### src/rtl/dsp_bb_pkg.sv
// rtl/dsp_bb_pkg.sv - shared width helpers for the DSP building blocks
package dsp_bb_pkg;

   function automatic int clog2(input int v);
      int r;
      int x;
      r = 0;
      x = v - 1;
      while (x > 0) begin
         r = r + 1;
         x = x >> 1;
      end
      return r;
   endfunction

   function automatic int max(input int a, input int b);
      return (a > b) ? a : b;
   endfunction

   // Two guard bits keep the sign-extended sum exact for any operand pair.
   function automatic int sum_width(input int aw, input int bw);
      return max(aw, bw) + 2;
   endfunction

   function automatic int chan_width(input int n);
      return (n < 2) ? 1 : clog2(n);
   endfunction

endpackage

### src/rtl/rr_arbiter.sv
// rtl/rr_arbiter.sv - round-robin arbiter owning the search pointer
module rr_arbiter
   import dsp_bb_pkg::*;
#(
   parameter int N = 4,
   localparam int CW = chan_width(N)
) (
   input  logic          clk,
   input  logic          reset,
   input  logic [N-1:0]  req,
   input  logic          enable,
   input  logic          advance,
   output logic [N-1:0]  grant,
   output logic [CW-1:0] index
);

   logic [CW-1:0] ptr;
   logic          found;
   int            sel;

   // Search starts at the pointer and wraps, so the last winner goes to the back.
   always_comb begin
      grant = '0;
      index = '0;
      found = 1'b0;
      sel   = 0;
      for (int i = 0; i < N; i++) begin
         sel = int'(ptr) + i;
         if (sel >= N) sel = sel - N;
         if (enable && !found && req[sel]) begin
            found      = 1'b1;
            grant[sel] = 1'b1;
            index      = CW'(sel);
         end
      end
   end

   always_ff @(posedge clk) begin
      if (reset) begin
         ptr <= '0;
      end else if (advance) begin
         ptr <= (index == CW'(N-1)) ? '0 : index + CW'(1);
      end
   end

endmodule

### src/rtl/signed_adder.sv
// rtl/signed_adder.sv - combinational exact-width signed adder
module signed_adder
   import dsp_bb_pkg::*;
#(
   parameter int AWIDTH = 16,
   parameter int BWIDTH = 16,
   localparam int SWIDTH = sum_width(AWIDTH, BWIDTH)
) (
   input  logic signed [AWIDTH-1:0] a,
   input  logic signed [BWIDTH-1:0] b,
   output logic signed [SWIDTH-1:0] sum
);

   logic signed [SWIDTH-1:0] a_ext;
   logic signed [SWIDTH-1:0] b_ext;

   assign a_ext = {{(SWIDTH-AWIDTH){a[AWIDTH-1]}}, a};
   assign b_ext = {{(SWIDTH-BWIDTH){b[BWIDTH-1]}}, b};
   assign sum   = a_ext + b_ext;

endmodule

### src/rtl/signed_adder_rr_sched.sv
// rtl/signed_adder_rr_sched.sv - round-robin time-sharing of one signed adder
module signed_adder_rr_sched
   import dsp_bb_pkg::*;
#(
   parameter int NCH    = 4,
   parameter int AWIDTH = 16,
   parameter int BWIDTH = 16,
   localparam int SWIDTH = sum_width(AWIDTH, BWIDTH),
   localparam int CWIDTH = chan_width(NCH)
) (
   input  logic                    i_clk,
   input  logic                    i_reset,
   input  logic [NCH-1:0]          i_valid,
   input  logic [NCH*AWIDTH-1:0]   i_a,
   input  logic [NCH*BWIDTH-1:0]   i_b,
   output logic [NCH-1:0]          o_ready,
   output logic                    o_valid,
   output logic [SWIDTH-1:0]       o_sum,
   output logic [CWIDTH-1:0]       o_chan,
   input  logic                    i_ready
);

   logic                     can_load;
   logic                     enable;
   logic                     transfer;
   logic [NCH-1:0]           grant;
   logic [CWIDTH-1:0]        gidx;
   logic signed [AWIDTH-1:0] a_sel;
   logic signed [BWIDTH-1:0] b_sel;
   logic signed [SWIDTH-1:0] sum;

   // Result register can take a new sum when empty or draining this cycle.
   assign can_load = !o_valid || i_ready;
   assign enable   = can_load && !i_reset;
   assign transfer = |(grant & i_valid);
   assign o_ready  = grant;

   rr_arbiter #(.N(NCH)) u_arb (
      .clk     (i_clk),
      .reset   (i_reset),
      .req     (i_valid),
      .enable  (enable),
      .advance (transfer),
      .grant   (grant),
      .index   (gidx)
   );

   assign a_sel = i_a[int'(gidx)*AWIDTH +: AWIDTH];
   assign b_sel = i_b[int'(gidx)*BWIDTH +: BWIDTH];

   signed_adder #(.AWIDTH(AWIDTH), .BWIDTH(BWIDTH)) u_add (
      .a   (a_sel),
      .b   (b_sel),
      .sum (sum)
   );

   always_ff @(posedge i_clk) begin
      if (i_reset) begin
         o_valid <= 1'b0;
         o_sum   <= '0;
         o_chan  <= '0;
      end else if (transfer) begin
         o_valid <= 1'b1;
         o_sum   <= sum;
         o_chan  <= gidx;
      end else if (i_ready) begin
         o_valid <= 1'b0;
      end
   end

endmodule

### config.mk
export PLATFORM = sky130hd
export DESIGN_NAME = signed_adder_rr_sched
export DESIGN_NICKNAME = d
export VERILOG_FILES = /design/src/rtl/dsp_bb_pkg.sv /design/src/rtl/rr_arbiter.sv /design/src/rtl/signed_adder.sv /design/src/rtl/signed_adder_rr_sched.sv
export SDC_FILE = /design/constraint.sdc
export NUM_CORES = 1
export LEC_CHECK = 0
export ABC_AREA = 1
export ABC_CLOCK_PERIOD_IN_PS = 5000
export BUFFER_PORTS_ARGS = -buffer_cell sky130_fd_sc_hd__buf_2
export CAP_MARGIN = 20
export CELL_PAD_IN_SITES_DETAIL_PLACEMENT = 0
export CELL_PAD_IN_SITES_GLOBAL_PLACEMENT = 1
export CORE_MARGIN = 2
export CORE_UTILIZATION = 30
export DETAILED_ROUTE_END_ITERATION = 6
export PLACE_DENSITY_LB_ADDON = 0.2
export REMOVE_ABC_BUFFERS = 1
export SLEW_MARGIN = 10
export SYNTH_ARGS = -nofsm -noshare
export SYNTH_HDL_FRONTEND = slang
export SYNTH_SLANG_ARGS = --single-unit
### constraint.sdc
create_clock -name i_clk -period 5 [get_ports i_clk]
set_input_delay 1 -clock i_clk [delete_from_list [all_inputs] [get_ports i_clk]]
set_output_delay 1 -clock i_clk [all_outputs]
set_load 0.01 [all_outputs]
==> results of run 1 <==
## cell usage in the layout (no fill, tap or decap), types with 2 or more instances in the layout
cell type and count:
buf_2 159, buf_4 8, ha_1 24, nor3_1 3, clkinv_1 4, nand3_1 18
inv_2 2, inv_1 40, nand2_1 85, nor2_1 88, xnor2_1 2, nand3_2 9
o21ai_1 22, clkbuf_8 3, xor2_1 11, o21ai_0 62, nand2_2 8, o21bai_1 2
a21oi_1 22, nand2_4 3, o22ai_1 32, inv_4 2, dfxtp_1 22, nand4_1 5
## worst max path at each step
| stage | end | slack (ps) | cells after the start |
|---|---|---|---|
| floorplan | o_sum[10]$_SDFFE_PP0P_ | -0.6 | 20 |
| global placement | o_sum[9]$_SDFFE_PP0P_ | 380 | 22 |
| detailed placement | o_sum[11]$_SDFFE_PP0P_ | 270 | 21 |
| CTS | o_sum[11]$_SDFFE_PP0P_ | 540 | 21 |
| global route | o_sum[11]$_SDFFE_PP0P_ | 100 | 21 |
| finish | o_sum[11]$_SDFFE_PP0P_ | 590 | 21 |
## sequential cells by signal, summed over array words and instances, names as in the netlist
name and flops:
o_valid 1, o_chan 2, u_arb.ptr 2, o_sum 17
## metal layers
metal,track usage,vias up,share of wire
met2,0.322,103,0.49
li1,-,1982,-
met1,0.211,1580,0.45
met4,0.0328,0,0.012
met3,0.0188,8,0.045
met5,0,-,0
## cells by family after synthesis
kind of cell,after synthesis
and+or+nand+nor,224
adders and majority gates,25
buffers and inverters,73
xor gates and xnor gates,13
AOI/OAI and AO/OA,145
DFF,22
## power breakdown
part / total [mW] / leakage [nW] / switching (mW) / internal, mW
registers: 0.253 / 0.181 / 0.0260 / 0.227
clock network: 0.168 / 0.0357 / 0.0612 / 0.107
logic: 2.61 / 1.88 / 1.63 / 0.976
## layout make-up
cell class / instances / area [µm²] / share of cell area
sequential: 22 / 440 / 0.111
tap: 133 / 166 / 0.0420
inverter: 49 / 190 / 0.0479
multi-input combinational: 407 / 2240 / 0.565
timing repair buffer: 167 / 856 / 0.216
clock inverter: 1 / 30.0 / 0.00757
clock buffer: 3 / 41.3 / 0.0104
## critical path: cells and delay by family
kind            cells  cell delay (ps)
buf+inv             5              820
xor+xnor            1              170
fa+ha+maj           1              300
simple gates        7              800
compound gates      7             1510
==> results_dict.tcl, run 1 <==
set metrics [dict create \
    status "completed" \
    hold_depth 2 \
    cts_root_buf "clkbuf_8" \
    utilization 0.406 \
    grt_pass1_wl_mm 15.9 \
    area_growth_pct 31.5 \
    track_usage 0.172 \
    worst_slew_pin_slew_ps 499 \
    grt_max_degree 42 \
    antenna_found_initial 0 \
    cts-buffers-inserted 3 \
    synthSimpleGateAreaFrac 0.339 \
    synthMuxAreaShare 0 \
    dp.cells 778 \
    fin_nets 810 \
    cts_resized 0 \
    synth_enable_flop_cells 0 \
    relSlewSlack 0.667 \
    hold_viol_final 0 \
    worstPathRequired_ps 5210 \
    die_w_um 104 \
    clock_path_buffers 2 \
    synth_seq_area_share 0.146 \
    yosysWarningCount 0 \
    dp_hpwl_mm 7.90 \
    antenna_left 0 \
    final_cell_area_mm2 0.00397 \
    nFillCells 1094 \
    die-area_mm2 0.0109 \
    ys_ff_latch 22 \
    period_share 0.881 \
    crit_type "in -> reg" \
    path_clk_slew_ps 90 \
    drt_iter0_drc 90 \
    tns_ps 0 \
    ioPinCount 160 \
    synth-xor-area-share 0.0378 \
    place_area_mm2 0.00389 \
    cts_tree "yes" \
    p_leak_nw 2.10 \
    gr-total-overflow 0 \
    finalSetupViolations 0 \
    fin_total_pwr_mw 3.03 \
    synth_top_family_by_area "simple AND/OR/NAND/NOR gates" \
    h-tree-depth 1 \
    grt_pass1_vias 3550 \
    n_antenna_cell 0 \
    numPortBuffers 159 \
    post_cts_buffers 0 \
    holdWs_ps 485 \
    die-height_um 104 \
    dp_slack_ps 271 \
    ir_worst_vdd_mv 0.248 \
    cp_max_fo 36 \
    min_path_type "reg -> reg" \
    synth_top_area_frac 0.146 \
    gp_congestion 0.831 \
    yosysTopAreaCell "dfxtp_1" \
    synthesis.instances 502 \
    first_pass_iters 4 \
    synth_async_sr_flop_share 0 \
    hp-start "o_sum[16]$_SDFFE_PP0P_" \
    synthFlopType "dfxtp_1" \
    min_period_ps 4410 \
    dr_total_vias 3673 \
    synth.avg_cell_area_um2 6.01 \
    reg2reg_setup_slack_ps 710 \
    cp_data_arrival_time_ps 4620 \
    worst_r2r_path_depth 22 \
    fin_ws_ps 594 \
    yosysUniqueCellTypes 37 \
    vias_per_cell 4.70 \
    end_kind "register" \
    rows 36 \
    rsz0062_at_grt "false" \
    drt_wl_total_mm 9.62 \
    drive_above_1_share 0.310 \
    powerDensity_mw_per_mm2 764 \
    synth_compound_area_frac 0.261 \
    min_to "o_sum[16]$_SDFFE_PP0P_" \
    r2r_end "o_sum[10]$_SDFFE_PP0P_" \
    cts.sinks 22 \
    drv_slew 0 \
    syn_area_mm2 0.00302 \
    cpMaxStageDelayCell "a21oi_1" \
    fmax_mhz 227 \
    core_area_mm2 0.00977 \
    synth_fa_ha_area_frac 0.106 \
    cts_hold_buf 0 \
    drc 0 \
    start_util 0.308 \
    finalNonFillerCells 782 \
    yosysMostFrequentCell "nor2_1" \
    synth_area_leaders "dfxtp_1 (15%), nor2_1 (11%), nand2_1 (11%)" \
    synth.cells.most_frequent "nor2_1 (88), nand2_1 (85), o21ai_0 (62), inv_1 (40), o22ai_1 (32)" \
    cp-startpoint "i_reset" \
    skew_ps 11.4 \
    start_kind "input port" \
    clk_latency_ps 270 \
    crit_path_cell_trace "buf_2 > a21oi_1 > inv_1 > nor2_2 > nand2_1 > nand2_1 > inv_1 > nand3_1 > nand2_1 > clkinv_2 > buf_4 > o21ai_1 > o22ai_1 > ha_1 > a21o_1 > a21oi_1 > o21ai_0 > a21oi_1 > xor2_1 > nor2_1 > nor2_1" \
    wl_per_cell_um 12.3 \
    reg2reg_from "u_arb.ptr[1]$_SDFFE_PP0P_" \
    cp_slowest_stage_delay_ps 360 \
    maxCapViolations 0 \
]
Note: power is estimated with default switching activity, not from simulation.
==> inputs of run 2 (changes only) <==
--- a/config.mk
+++ b/config.mk
@@ -12,11 +12,12 @@
 export CELL_PAD_IN_SITES_DETAIL_PLACEMENT = 0
 export CELL_PAD_IN_SITES_GLOBAL_PLACEMENT = 1
 export CORE_MARGIN = 2
-export CORE_UTILIZATION = 30
+export CORE_UTILIZATION = 31
 export DETAILED_ROUTE_END_ITERATION = 6
 export PLACE_DENSITY_LB_ADDON = 0.2
 export REMOVE_ABC_BUFFERS = 1
 export SLEW_MARGIN = 10
 export SYNTH_ARGS = -nofsm -noshare
 export SYNTH_HDL_FRONTEND = slang
+export SYNTH_HIERARCHICAL = 1
 export SYNTH_SLANG_ARGS = --single-unit
==> results_dict.tcl, run 2 <==
set metrics [dict create \
    status "completed" \
    antenna_left 0 \
    synth.cells.most_frequent "nand2_1 (157), nor2_1 (113), inv_1 (69), o21ai_1 (35), o22ai_1 (32)" \
    reg2reg_from "u_arb/ptr[1]$_SDFFE_PP0P_" \
    start_kind "register" \
    cp_data_arrival_time_ps 4500 \
    cp_max_fo 39 \
    cts_resized 0 \
    fin_nets 908 \
    track_usage 0.173 \
    core_area_mm2 0.0108 \
    min_path_type "reg -> reg" \
    clock_path_buffers 2 \
    synth.avg_cell_area_um2 5.63 \
    finalSetupViolations 0 \
    numPortBuffers 159 \
    wl_per_cell_um 11.6 \
    crit_type "reg -> reg" \
    most-common-layout-cells "buf_2 (159), nand2_1 (157), nor2_1 (113)" \
    end_kind "register" \
    ir_worst_vdd_mv 0.284 \
    h-tree-depth 1 \
    synth_top_area_frac 0.172 \
    crit_buf_inv 3 \
    cts_root_buf "clkbuf_8" \
    grt_max_degree 65 \
    die-area_mm2 0.0119 \
    drv_slew 0 \
    ioPinCount 160 \
    cts_tree "yes" \
    synth_seq_area_share 0.135 \
    nFillCells 1231 \
    cts.sinks 23 \
    crit_path_cell_trace "inv_1 > ha_1 > inv_2 > nand3_2 > nand2_2 > nand4_2 > nand2_1 > nand2_2 > nand2_4 > buf_4 > o21ai_0 > o22ai_1 > ha_1 > or2_1 > nand3_1 > nand2_2 > nand2_1 > nand2_1 > nand2_1 > nand2_1 > nor2_1 > nor2_1" \
    area_growth_pct 24.6 \
    die-height_um 109 \
    start_util 0.317 \
    gp_congestion 0.904 \
    worst-path-stages 22 \
    path_clk_slew_ps 90 \
    yosysWarningCount 6 \
    vias_per_cell 4.65 \
    syn_area_mm2 0.00342 \
    final_common_cell "buf_2" \
    reg2reg_setup_slack_ps 670 \
    clk_latency_ps 270 \
    drt_iter0_drc 232 \
    final_cell_area_mm2 0.00426 \
    largest_register_ffs 18 \
    p_leak_nw 2.44 \
    grt_pass1_vias 4081 \
    crit_path_frequent_cell "nand2_1" \
    yosysMostFrequentCell "nand2_1" \
    n_antenna_cell 0 \
    synthFlopType "dfxtp_1" \
    rows 38 \
    cpMaxStageDelayCell "dfxtp_1" \
    post_cts_buffers 0 \
    dp_hpwl_mm 8.41 \
    utilization 0.395 \
    antenna_found_initial 0 \
    gr-total-overflow 0 \
    hold_depth 2 \
    rsz0062_at_grt "false" \
    cp_slowest_stage_delay_ps 540 \
    powerDensity_mw_per_mm2 787 \
    yosysTopAreaCell "nand2_1" \
    synthesis.instances 607 \
    ys_ff_latch 23 \
    die_w_um 109 \
    worst_slew_pin_slew_ps 657 \
    min_to "o_valid$_SDFFE_PP0P_" \
    period_share 0.867 \
    fmax_mhz 231 \
    skew_ps 11.1 \
    place_area_mm2 0.00421 \
    maxCapViolations 0 \
    regMostFlops "o_sum" \
    synth_enable_flop_cells 0 \
    synth_async_sr_flop_share 0 \
    worst_r2r_path_depth 22 \
    first_pass_iters 4 \
    cts-buffers-inserted 3 \
    grt_pass1_wl_mm 17.1 \
    worstPathRequired_ps 5170 \
    dr_total_vias 4123 \
    relSlewSlack 0.561 \
    drc 0 \
    hold_viol_final 0 \
    drive_above_1_share 0.286 \
    largestRegisters "o_sum x18, o_chan x2" \
    drt_wl_total_mm 10.3 \
    hp-start "o_valid$_SDFFE_PP0P_" \
    r2r_end "o_sum[16]$_SDFFE_PP0P_" \
    min_period_ps 4330 \
    yosysUniqueCellTypes 36 \
    cts_hold_buf 0 \
    tns_ps 0 \
    cp_top_family "simple AND/OR/NAND/NOR gates" \
    synth_area_leaders "nand2_1 (17%), dfxtp_1 (13%), nor2_1 (12%)" \
]
[run 2: cell families (layout without fill, tap and decap cells)]
| group | Yosys count | in the layout | synth area share |
|---|---|---|---|
| AND/OR/NAND/NOR | 330 | 330 | 0.418 |
| AO/OA/AOI/OAI | 114 | 114 | 0.185 |
| buffers and inverters | 108 | 248 | 0.151 |
| adder cells (fa/ha/maj) | 25 | 25 | 0.0937 |
| flip-flops | 23 | 23 | 0.135 |
| XOR/XNOR | 7 | 7 | 0.0179 |
[run 2: routing by layer]
layer  GRT usage  wire length (µm)
met5           0                 0
met4      0.0165                34
met3      0.0155               660
met2       0.335              4920
met1       0.213              4680
[run 2: worst min-delay path, delay by kind of cell (launching register included)]
kind	cells	cell delay, ps
AO/OA/AOI/OAI	1	50
flip-flops	1	330
AND/OR/NAND/NOR	1	70
[run 2: through the flow]
| step | std cells | power [mW] | setup slack, ps | hold slack, ps |
|---|---|---|---|---|
| finish | 887 | 3.35 | 667 | 487 |
| global route | 887 | 3.86 | 212 | 514 |
| CTS | 887 | 3.41 | 643 | 492 |
| detailed placement | 883 | 3.28 | 638 | 476 |
| global placement | 883 | 3.23 | 733 | 467 |
| floorplan | 581 | 2.55 | 1040 | 493 |
[run 2: worst max path at each step]
stage	start	end
final	u_arb/ptr[1]$_SDFFE_PP0P_	o_sum[16]$_SDFFE_PP0P_
after global routing	u_arb/ptr[1]$_SDFFE_PP0P_	o_sum[16]$_SDFFE_PP0P_
after detailed placement	i_reset	o_sum[16]$_SDFFE_PP0P_
after global placement	u_arb/ptr[1]$_SDFFE_PP0P_	o_sum[17]$_SDFFE_PP0P_
after floorplan	i_ready	o_sum[16]$_SDFFE_PP0P_
after CTS	u_arb/ptr[1]$_SDFFE_PP0P_	o_sum[16]$_SDFFE_PP0P_
[run 2: layout make-up]
class                           count  area [µm²]  area share
Sequential cell                    23         460       0.108
Timing Repair Buffer              162         818       0.192
Multi-Input combinational cell    476        2440       0.573
Inverter                           82         314      0.0738
Tap cell                          140         175      0.0411
Clock inverter                      1        7.51     0.00176
Clock buffer                        3        41.3     0.00970
[run 2: report_power, final]
part	internal [mW]	leakage (nW)	total [mW]	switching [mW]
Clock	0.0563	0.0217	0.118	0.0615
Combinational	1.05	2.23	2.96	1.91
Sequential	0.236	0.189	0.273	0.0371
